`src/rtl/divider_seq_pkg.sv`:
```
// Shared types for the divider profile sequencer: controller states, the
// profile-table record and the segment-index width helper.
package divider_seq_pkg;

    localparam int SEQ_DIV_W = 32;
    localparam int SEQ_CNT_W = 16;

    typedef enum logic [1:0] {
        IDLE = 2'd0,
        RUN  = 2'd1,
        DONE = 2'd2
    } seq_state_t;

    typedef struct packed {
        logic [SEQ_DIV_W-1:0] div;
        logic [SEQ_CNT_W-1:0] cnt;
    } seg_rec_t;

    function automatic int seg_width(input int n);
        return (n > 1) ? $clog2(n) : 1;
    endfunction

endpackage

```
`src/rtl/divider_profile_sequencer_rate_tick_counter.sv`:
```
// Period counter: counts 0..div and flags the period end; wraps to 0 on its own,
// so back-to-back periods are gapless.
module rate_tick_counter #(
    parameter int DIV_W = 32
) (
    input  logic             i_CLK,
    input  logic             i_RESET,
    input  logic             en,
    input  logic             clear,
    input  logic [DIV_W-1:0] div,
    output logic             period_end
);

    logic [DIV_W-1:0] count;

    // Equality compare keeps an all-ones divide value overflow-free.
    assign period_end = en && (count == div);

    always_ff @(posedge i_CLK) begin
        if (i_RESET || clear) begin
            count <= '0;
        end else if (en) begin
            count <= period_end ? '0 : count + DIV_W'(1);
        end
    end

endmodule

```
`src/rtl/divider_profile_sequencer.sv`:
```
// Steps a tick divider through a programmable table of {divide, tick count}
// segments, producing a single-cycle rate tick with gapless segment changes.
module divider_profile_sequencer
    import divider_seq_pkg::*;
#(
    parameter int NUM_SEG = 8,
    parameter int DIV_W   = SEQ_DIV_W,
    parameter int CNT_W   = SEQ_CNT_W,
    parameter int SEG_W   = seg_width(NUM_SEG)
) (
    input  logic             i_CLK,
    input  logic             i_RESET,
    input  logic             i_CFG_WE,
    input  logic [SEG_W-1:0] i_CFG_ADDR,
    input  logic [DIV_W-1:0] i_CFG_DIV,
    input  logic [CNT_W-1:0] i_CFG_CNT,
    input  logic [SEG_W-1:0] i_LAST_SEG,
    input  logic             i_LOOP,
    input  logic             i_START,
    input  logic             i_STOP,
    output logic             o_TICK,
    output logic             o_BUSY,
    output logic             o_DONE,
    output logic [SEG_W-1:0] o_SEG,
    output logic [DIV_W-1:0] o_DIV_VALUE,
    output logic             o_CFG_ERR
);

    seq_state_t state, state_nxt;
    seg_rec_t   tbl [NUM_SEG];

    logic [SEG_W-1:0] seg;
    logic [SEG_W-1:0] last_q;
    logic [SEG_W-1:0] last_clamped;
    logic             loop_q;
    logic [CNT_W-1:0] seg_ticks;
    logic [CNT_W-1:0] cur_cnt;
    logic [CNT_W-1:0] cnt_m1;
    logic [DIV_W-1:0] div_value;
    logic             tick_q;
    logic             cfg_err_q;
    logic             run;
    logic             start_go;
    logic             period_end;
    logic             at_last_tick;
    logic             addr_ok;

    assign run      = (state == RUN);
    assign start_go = !run && i_START && !i_STOP;
    assign addr_ok  = ({1'b0, i_CFG_ADDR} < (SEG_W + 1)'(NUM_SEG));

    assign last_clamped = ({1'b0, i_LAST_SEG} > (SEG_W + 1)'(NUM_SEG - 1))
                        ? SEG_W'(NUM_SEG - 1) : i_LAST_SEG;

    // A programmed count of 0 behaves as a one-tick segment.
    assign cur_cnt      = CNT_W'(tbl[seg].cnt);
    assign cnt_m1       = (cur_cnt == '0) ? '0 : cur_cnt - CNT_W'(1);
    assign at_last_tick = (seg_ticks == cnt_m1);

    rate_tick_counter #(
        .DIV_W (DIV_W)
    ) u_rate_tick_counter (
        .i_CLK      (i_CLK),
        .i_RESET    (i_RESET),
        .en         (run),
        .clear      (!run || i_STOP),
        .div        (div_value),
        .period_end (period_end)
    );

    always_ff @(posedge i_CLK) begin
        if (i_RESET) begin
            state <= IDLE;
        end else begin
            state <= state_nxt;
        end
    end

    always_comb begin
        state_nxt = state;
        unique case (state)
            IDLE, DONE: begin
                if (i_START && !i_STOP) state_nxt = RUN;
            end
            RUN: begin
                if (i_STOP) begin
                    state_nxt = IDLE;
                end else if (period_end && at_last_tick && (seg == last_q) && !loop_q) begin
                    state_nxt = DONE;
                end
            end
            default: state_nxt = IDLE;
        endcase
    end

    always_ff @(posedge i_CLK) begin
        if (i_RESET) begin
            for (int i = 0; i < NUM_SEG; i++) tbl[i] <= '0;
            seg       <= '0;
            last_q    <= '0;
            loop_q    <= 1'b0;
            seg_ticks <= '0;
            div_value <= '0;
            tick_q    <= 1'b0;
            cfg_err_q <= 1'b0;
        end else begin
            tick_q    <= run && period_end && !i_STOP;
            cfg_err_q <= run && i_CFG_WE;

            if (start_go) begin
                seg       <= '0;
                seg_ticks <= '0;
                div_value <= DIV_W'(tbl[0].div);
                last_q    <= last_clamped;
                loop_q    <= i_LOOP;
            end else if (run && i_STOP) begin
                seg_ticks <= '0;
            end else if (run && period_end) begin
                if (!at_last_tick) begin
                    seg_ticks <= seg_ticks + CNT_W'(1);
                end else if (seg != last_q) begin
                    seg       <= seg + SEG_W'(1);
                    seg_ticks <= '0;
                    div_value <= DIV_W'(tbl[seg + SEG_W'(1)].div);
                end else if (loop_q) begin
                    seg       <= '0;
                    seg_ticks <= '0;
                    div_value <= DIV_W'(tbl[0].div);
                end
            end

            // Table is frozen while a profile runs; start reads the old entry.
            if (i_CFG_WE && !run && addr_ok) begin
                tbl[i_CFG_ADDR] <= '{div: SEQ_DIV_W'(i_CFG_DIV), cnt: SEQ_CNT_W'(i_CFG_CNT)};
            end
        end
    end

    assign o_TICK      = tick_q;
    assign o_BUSY      = run;
    assign o_DONE      = (state == DONE);
    assign o_SEG       = seg;
    assign o_DIV_VALUE = div_value;
    assign o_CFG_ERR   = cfg_err_q;

endmodule

```
`config.mk`:
```
export PLATFORM = sky130hd
export DESIGN_NAME = divider_profile_sequencer
export DESIGN_NICKNAME = d
export VERILOG_FILES = /design/src/rtl/divider_seq_pkg.sv /design/src/rtl/divider_profile_sequencer_rate_tick_counter.sv /design/src/rtl/divider_profile_sequencer.sv
export SDC_FILE = /design/constraint.sdc
export NUM_CORES = 1
export LEC_CHECK = 0
export CAP_MARGIN = 20
export CORE_MARGIN = 5
export CORE_UTILIZATION = 58
export CTS_CLUSTER_SIZE = 40
export DETAILED_ROUTE_END_ITERATION = 16
export DONT_BUFFER_PORTS = 1
export GPL_TIMING_DRIVEN = 0
export PLACE_DENSITY = 0.77
export SLEW_MARGIN = 40
export SYNTH_ARGS = -nofsm -noshare
export SYNTH_HDL_FRONTEND = slang
export SYNTH_SLANG_ARGS = --single-unit
```
`constraint.sdc`:
```
create_clock -name i_CLK -period 3.57 [get_ports i_CLK]
set_input_delay 0.357 -clock i_CLK [delete_from_list [all_inputs] [get_ports i_CLK]]
set_output_delay 0.357 -clock i_CLK [all_outputs]
set_load 0.01 [all_outputs]
```
# Word-level counts from Yosys, hierarchy flattened

Memories as Yosys holds them, arrays and structs flattened. A register that Yosys moved wholly into a read port is not among the register bits.
Cells that the tools add are included.

Register bits after elaboration: 91
Bits in latches: 0
Bits in writable memories: 384
Memory bits (read-only): 0
Bits of input ports: 60
Output and inout port bits: 39
Memories kept: 1

$add $sub $neg: 4
$mul: 0
Divide/modulo/power cells: 0
$lt $le $gt $ge: 0
Equality and inequality tests: 10
Shifts and indexed selects: 0
Multiplexer cells: 27
Bitwise logic cells: 1
Reduce and logical (&&, ||, !) cells: 31

Memory list:

| memory | words | bits a word | read ports | clocked after Yosys merged registers in | wr ports | RTL line                        | RTL |
|---|---|---|---|---|---|---|---|
| tbl    | 8     | 48          | 3          | 1                                       | 8        | divider_profile_sequencer.sv:30 | `seg_rec_t tbl [NUM_SEG];` |

Operators with widths:

| operator              | count |
|---|---|
| $mux 32               | 7 |
| $mux 16               | 4 |
| $mux 48               | 1 |
| $reduce_or 48->1      | 1 |
| $add 32x1->32 const B | 1 |
| $eq 32x32->1          | 1 |
| $add 16x1->16 const B | 1 |
| $eq 16x16->1          | 1 |
| $logic_not 16->1      | 1 |
| $sub 16x1->16 const B | 1 |
| $mux 3                | 5 |
| $logic_and 1x1->1     | 12 |
| $reduce_and 4->1      | 2 |
| $mux 1                | 6 |
| $mux 2                | 3 |
| $ne 3x2->1 const B    | 2 |
| $reduce_bool 2->1     | 3 |
| $ne 2x2->1 const B    | 2 |
| $pmux 2 s2            | 1 |
| $reduce_and 2->1      | 2 |
| $reduce_or 2->1       | 2 |
| $add 3x1->3 const B   | 1 |
| $eq 3x3->1            | 1 |
| $logic_not 1->1       | 3 |
| other kinds (8)       | 9 |

# Depth between registers and ports, before layout

Word-level depth: 9
Depth in mapped cells: 17
Mapped depth without buffers: 14

# By module

Synthesis repeated with hierarchy kept, for this count alone.

Cells, all modules: 1,686
Area total of the unflattened synthesis: 22,629.2 µm²

By module, submodules not included:

| module                    | instances | cells an instance | area an instance (µm²) |
|---|---|---|---|
| divider_profile_sequencer | 1         | 1,466             | 20,729.9 |
| rate_tick_counter         | 1         | 220               | 1,899.3 |

# Least setup slack after synthesis

No wires, ideal clock.

Path type: register to register
Start point: register with a tool-made name
End point: register seg_ticks[8]
Setup time: 130 ps
Arrival: 3,815 ps
Data required time: 3,440 ps
Slack: -375 ps
Cell stages (with the launch flop): 15
Path buffers: 2
Clock period less this slack: 3,945 ps
Path through: dfxtp_1 buf_1 mux4_2 mux2i_1 ha_1 nand2_1 or4b_4 nor2_1 a2bb2oi_1 and3b_1 nor4b_4 nand2_1 o31ai_2 buf_4 a21oi_1

RTL lines:

| item                 | RTL line                         | RTL |
|---|---|---|
| end signal, assigned | divider_profile_sequencer.sv:120 | `seg_ticks <= seg_ticks + CNT_W'(1);` |
| end, declared        | divider_profile_sequencer.sv:36  | `logic [CNT_W-1:0] seg_ticks;` |

==> flow_summary_export.csv <==
group,metric,value,unit
synthesis,ys_warn_count,0,
timing,max_slew_margin,39.4,%
timing,final-setup-viol-count,56,
critical_path,worst-endpoint-arrival,4.69,ns
place,dp_cells,2155,
clock_tree,root_buffer,"clkbuf_16",
job,max_cap_violations,0,
timing,fin_skew,0.0142,ns
pwr,leakage,9.15,nW
pwr,peakVddDrop,0.397,mV
status,status,"finished with violations",
place,dp_hpwl,37800,um
floorplan,initial_core_util,58.3,%
drt,drt_wl_total,58900,um
timing,fmax,239,MHz
clock_tree,clk_latency,0.59,ns
critical_path,start_kind,"flop",
critical_path,worst-setup-path-type,"reg2reg",
floorplan,placementRows,72,
synthesis,synth_flop_cell,"edfxtp_1",
timing,hold_violations,0,
drt,first_iter_violations,1482,
timing,tns,-31.12,ns
drt,vias,14308,
pwr,power_density,465,nW/um^2
drt,viasPerCell,6.07,
place,port_buffers,0,
timing,final.setup.worst_slack,-0.609,ns
grt,antenna_found_initial,5,
grt,grt_max_degree,31,
layout,final_net_count,1859,
clock_tree,htree_levels,2,
drt,drtPass1Iterations,6,
floorplan,die_width,206,um
critical_path,worstPathRequired,4.09,ns
timing,layout_min_cycle_time,4.18,ns
timing,report.final.slew_viol_count,0,
pwr,finalPower,12.3,mW
clock_tree,ctsLongestPathBuffers,3,
drt,routedWlPerCell,25.0,um
critical_path,crit_path_max_fanout,10,
floorplan,io_pins,99,
synthesis,ys_seq_elements,478,
drt,ant_nets,0,
clock_tree,cts_buffers,49,
critical_path,end_kind,"flop",
drt,drcViolationCount,0,
synthesis,synth-edff-count,384,
grt,grt_pass1_vias,14790,
grt,grt_pass1_wl,88200,um
synthesis,async_reset_ff_share,0,%
synthesis,syn_inst,1629,
clock_tree,clkTransAtPathRegs,0.06,ns
synthesis,yosysUniqueCellTypes,73,
timing,tightest_slew,0.910,ns
layout,layout.cells.non_filler,2357,
floorplan,dieArea,42600,sq um
layout,area_growth,18.4,%
place,gp_congestion,0.875,
floorplan,core,38400,sq um
synthesis,synth_nets,1693,
clock_tree,cts_tree,"built",
synthesis,ys_seq_area_share,60.0,%
status,violations,"negative setup slack",
timing,post-route-period-util,117,%
layout,drive_gt1_share,20.1,%
floorplan,die_h,206,um
grt,track_usage,27.8,%
timing,grt_setup_unrepaired,"yes",
synthesis,synth_area,22400,sq um
clock_tree,cts_num_sinks,478,
hold_path,hp-class,"in2reg",
synthesis,avgSynthCellArea,13.7,sq um
grt,grt.overflow.total,0,
[stage by stage]
step                      worst slack (ns)  cell area, sq um  util [%]  hold WS, ns
after floorplan                     -0.247             22500         -        0.435
after global placement               -1.46             23100      60.2        0.438
after detailed placement             -1.48             23300      60.7        0.442
after CTS                           -0.511             26100      68.0       0.0544
after global routing                -0.705             26500      69.0        0.120
final                               -0.609             26500      69.0       0.0914
[registers in the layout (all words and copies together) (netlist names), named ones only]
name and count:
state 2, o_TICK 1, o_DIV_VALUE 32, seg_ticks 16
o_SEG 3, o_CFG_ERR 1, u_rate_tick_counter.count 32, tbl 384
last_q 3, loop_q 1
[final timing paths]
check                           startpoint                            end  slack, ns  cells after the start
min                               i_CFG_WE                      o_CFG_ERR       0.09                      2
min reg2reg  u_rate_tick_counter.count[31]  u_rate_tick_counter.count[31]       0.52                      2
max reg2reg                           flop                o_DIV_VALUE[25]      -0.61                     16
max                                   flop                o_DIV_VALUE[25]      -0.61                     16
[synth_stat cells (all sizes together) (2+ instances only)]
| master | n | area (sq um) |
|---|---|---|
| and2 | 387 | 2420 |
| o41ai | 2 | 17.5 |
| nor3 | 15 | 80.1 |
| and3b | 2 | 17.5 |
| nor2 | 93 | 349 |
| mux4 | 96 | 2160 |
| a2111oi | 7 | 97.6 |
| nor4b | 2 | 32.5 |
| and3 | 16 | 100 |
| ha | 4 | 50.1 |
| o31ai | 5 | 42.5 |
| clkbuf | 71 | 267 |
| nand4b | 2 | 32.5 |
| nor2b | 5 | 31.3 |
| and4 | 4 | 35.0 |
| or3 | 15 | 93.8 |
| o21ai | 20 | 100 |
| a21o | 5 | 37.5 |
| nand4 | 21 | 159 |
| nor3b | 2 | 15.0 |
| a211oi | 3 | 27.5 |
| edfxtp | 384 | 11500 |
| buf | 26 | 149 |
| nand3 | 25 | 125 |
| xnor3 | 2 | 45.0 |
| xor2 | 15 | 131 |
| or2 | 11 | 68.8 |
| inv | 16 | 60.1 |
| o32ai | 2 | 17.5 |
| xnor2 | 59 | 517 |
| nand2b | 6 | 37.5 |
| a21oi | 57 | 285 |
| nand2 | 35 | 131 |
| mux2 | 5 | 56.3 |
| nor4 | 9 | 92.6 |
| o2bb2ai | 33 | 289 |
| or4b | 3 | 33.8 |
| dfxtp | 94 | 1880 |
| or4 | 5 | 37.5 |
| mux2i | 52 | 567 |
[worst max-delay path, cell delays in order, from the launching register on]
cell,delay [ns]
dfxtp_4,0.39
buf_12,0.14
buf_12,0.15
mux4_2,0.55
mux2i_4,0.19
buf_12,0.15
nand4_1,0.20
or4_4,0.58
a21o_1,0.20
a221o_1,0.29
o21ai_1,0.14
and3_4,0.27
nand4b_4,0.14
buf_6,0.15
a21o_4,0.25
buf_12,0.18
o2bb2ai_2,0.12
[layer usage]
metal  GRT usage (%)  wire [um]  share of wire [%]  vias up
li1                -          -                  -     6343
met1            36.8      22600                 38     7109
met2            45.6      28800                 49      699
met3            6.14       5520                9.4      153
met4            10.1       1970                3.3        4
met5               0         27              0.046        -
[power by group]
| part | internal, mW | switching (mW) | total, mW | leakage [nW] |
|---|---|---|---|---|
| Sequential | 6.24 | 0.107 | 6.35 | 4.67 |
| Combinational | 0.321 | 0.503 | 0.824 | 3.69 |
| Clock | 2.99 | 2.16 | 5.14 | 0.791 |
| Total | 9.55 | 2.77 | 12.3 | 9.15 |
[area by class of cell]
cell class	count	area (sq um)
sequential	478	13400
fill	2622	11900
multi-input combinational	1040	9000
clock buffer	63	1320
timing repair buffer	115	1150
tap	518	648
buffer	95	556
clock inverter	28	293
inverter	16	66.3
antenna	4	10.0
[cells in the final DEF, fill, tap and decap left out, types with 10 or more instances in the layout]
| cell type | instances |
|---|---|
| and2_1 | 387 |
| edfxtp_1 | 384 |
| mux4_2 | 96 |
| dfxtp_1 | 92 |
| nor2_1 | 91 |
| clkbuf_1 | 67 |
| xnor2_1 | 58 |
| a21oi_1 | 54 |
| dlygate4sd3_1 | 54 |
| clkbuf_16 | 49 |
| buf_4 | 47 |
| mux2i_1 | 37 |
| nand2_1 | 33 |
| nand3_1 | 25 |
| o2bb2ai_2 | 22 |
| nand4_1 | 18 |
| o21ai_0 | 17 |
| buf_12 | 16 |
| or3_1 | 15 |
| and3_1 | 15 |
| mux2i_4 | 14 |
| inv_1 | 14 |
| xor2_1 | 14 |
| nor3_1 | 12 |
| buf_6 | 11 |
| o2bb2ai_1 | 11 |
| clkbuf_2 | 10 |
| clkinv_2 | 10 |
[cell families (layout without fill, tap and decap cells)]
family	count (synthesis)	in the layout	share of synthesized area [%]
other	0	4	0
buffers and inverters	113	317	2.13
and+or+nand+nor	661	663	17.6
DFF	478	478	60.0
muxes	153	153	12.5
xor gates and xnor gates	77	77	3.21
AOI/OAI and AO/OA	143	143	4.43
adders and majority gates	4	4	0.224
[what timing repair did]
item,CTS,global route
resized for setup,70,52
hold buffers,54,0
gates cloned,4,1
hold endpoints to repair,390,0
setup endpoints to repair,206,255
buffers inserted,34,17
pin swaps,15,17
Note: power is estimated with default switching activity, not from simulation.
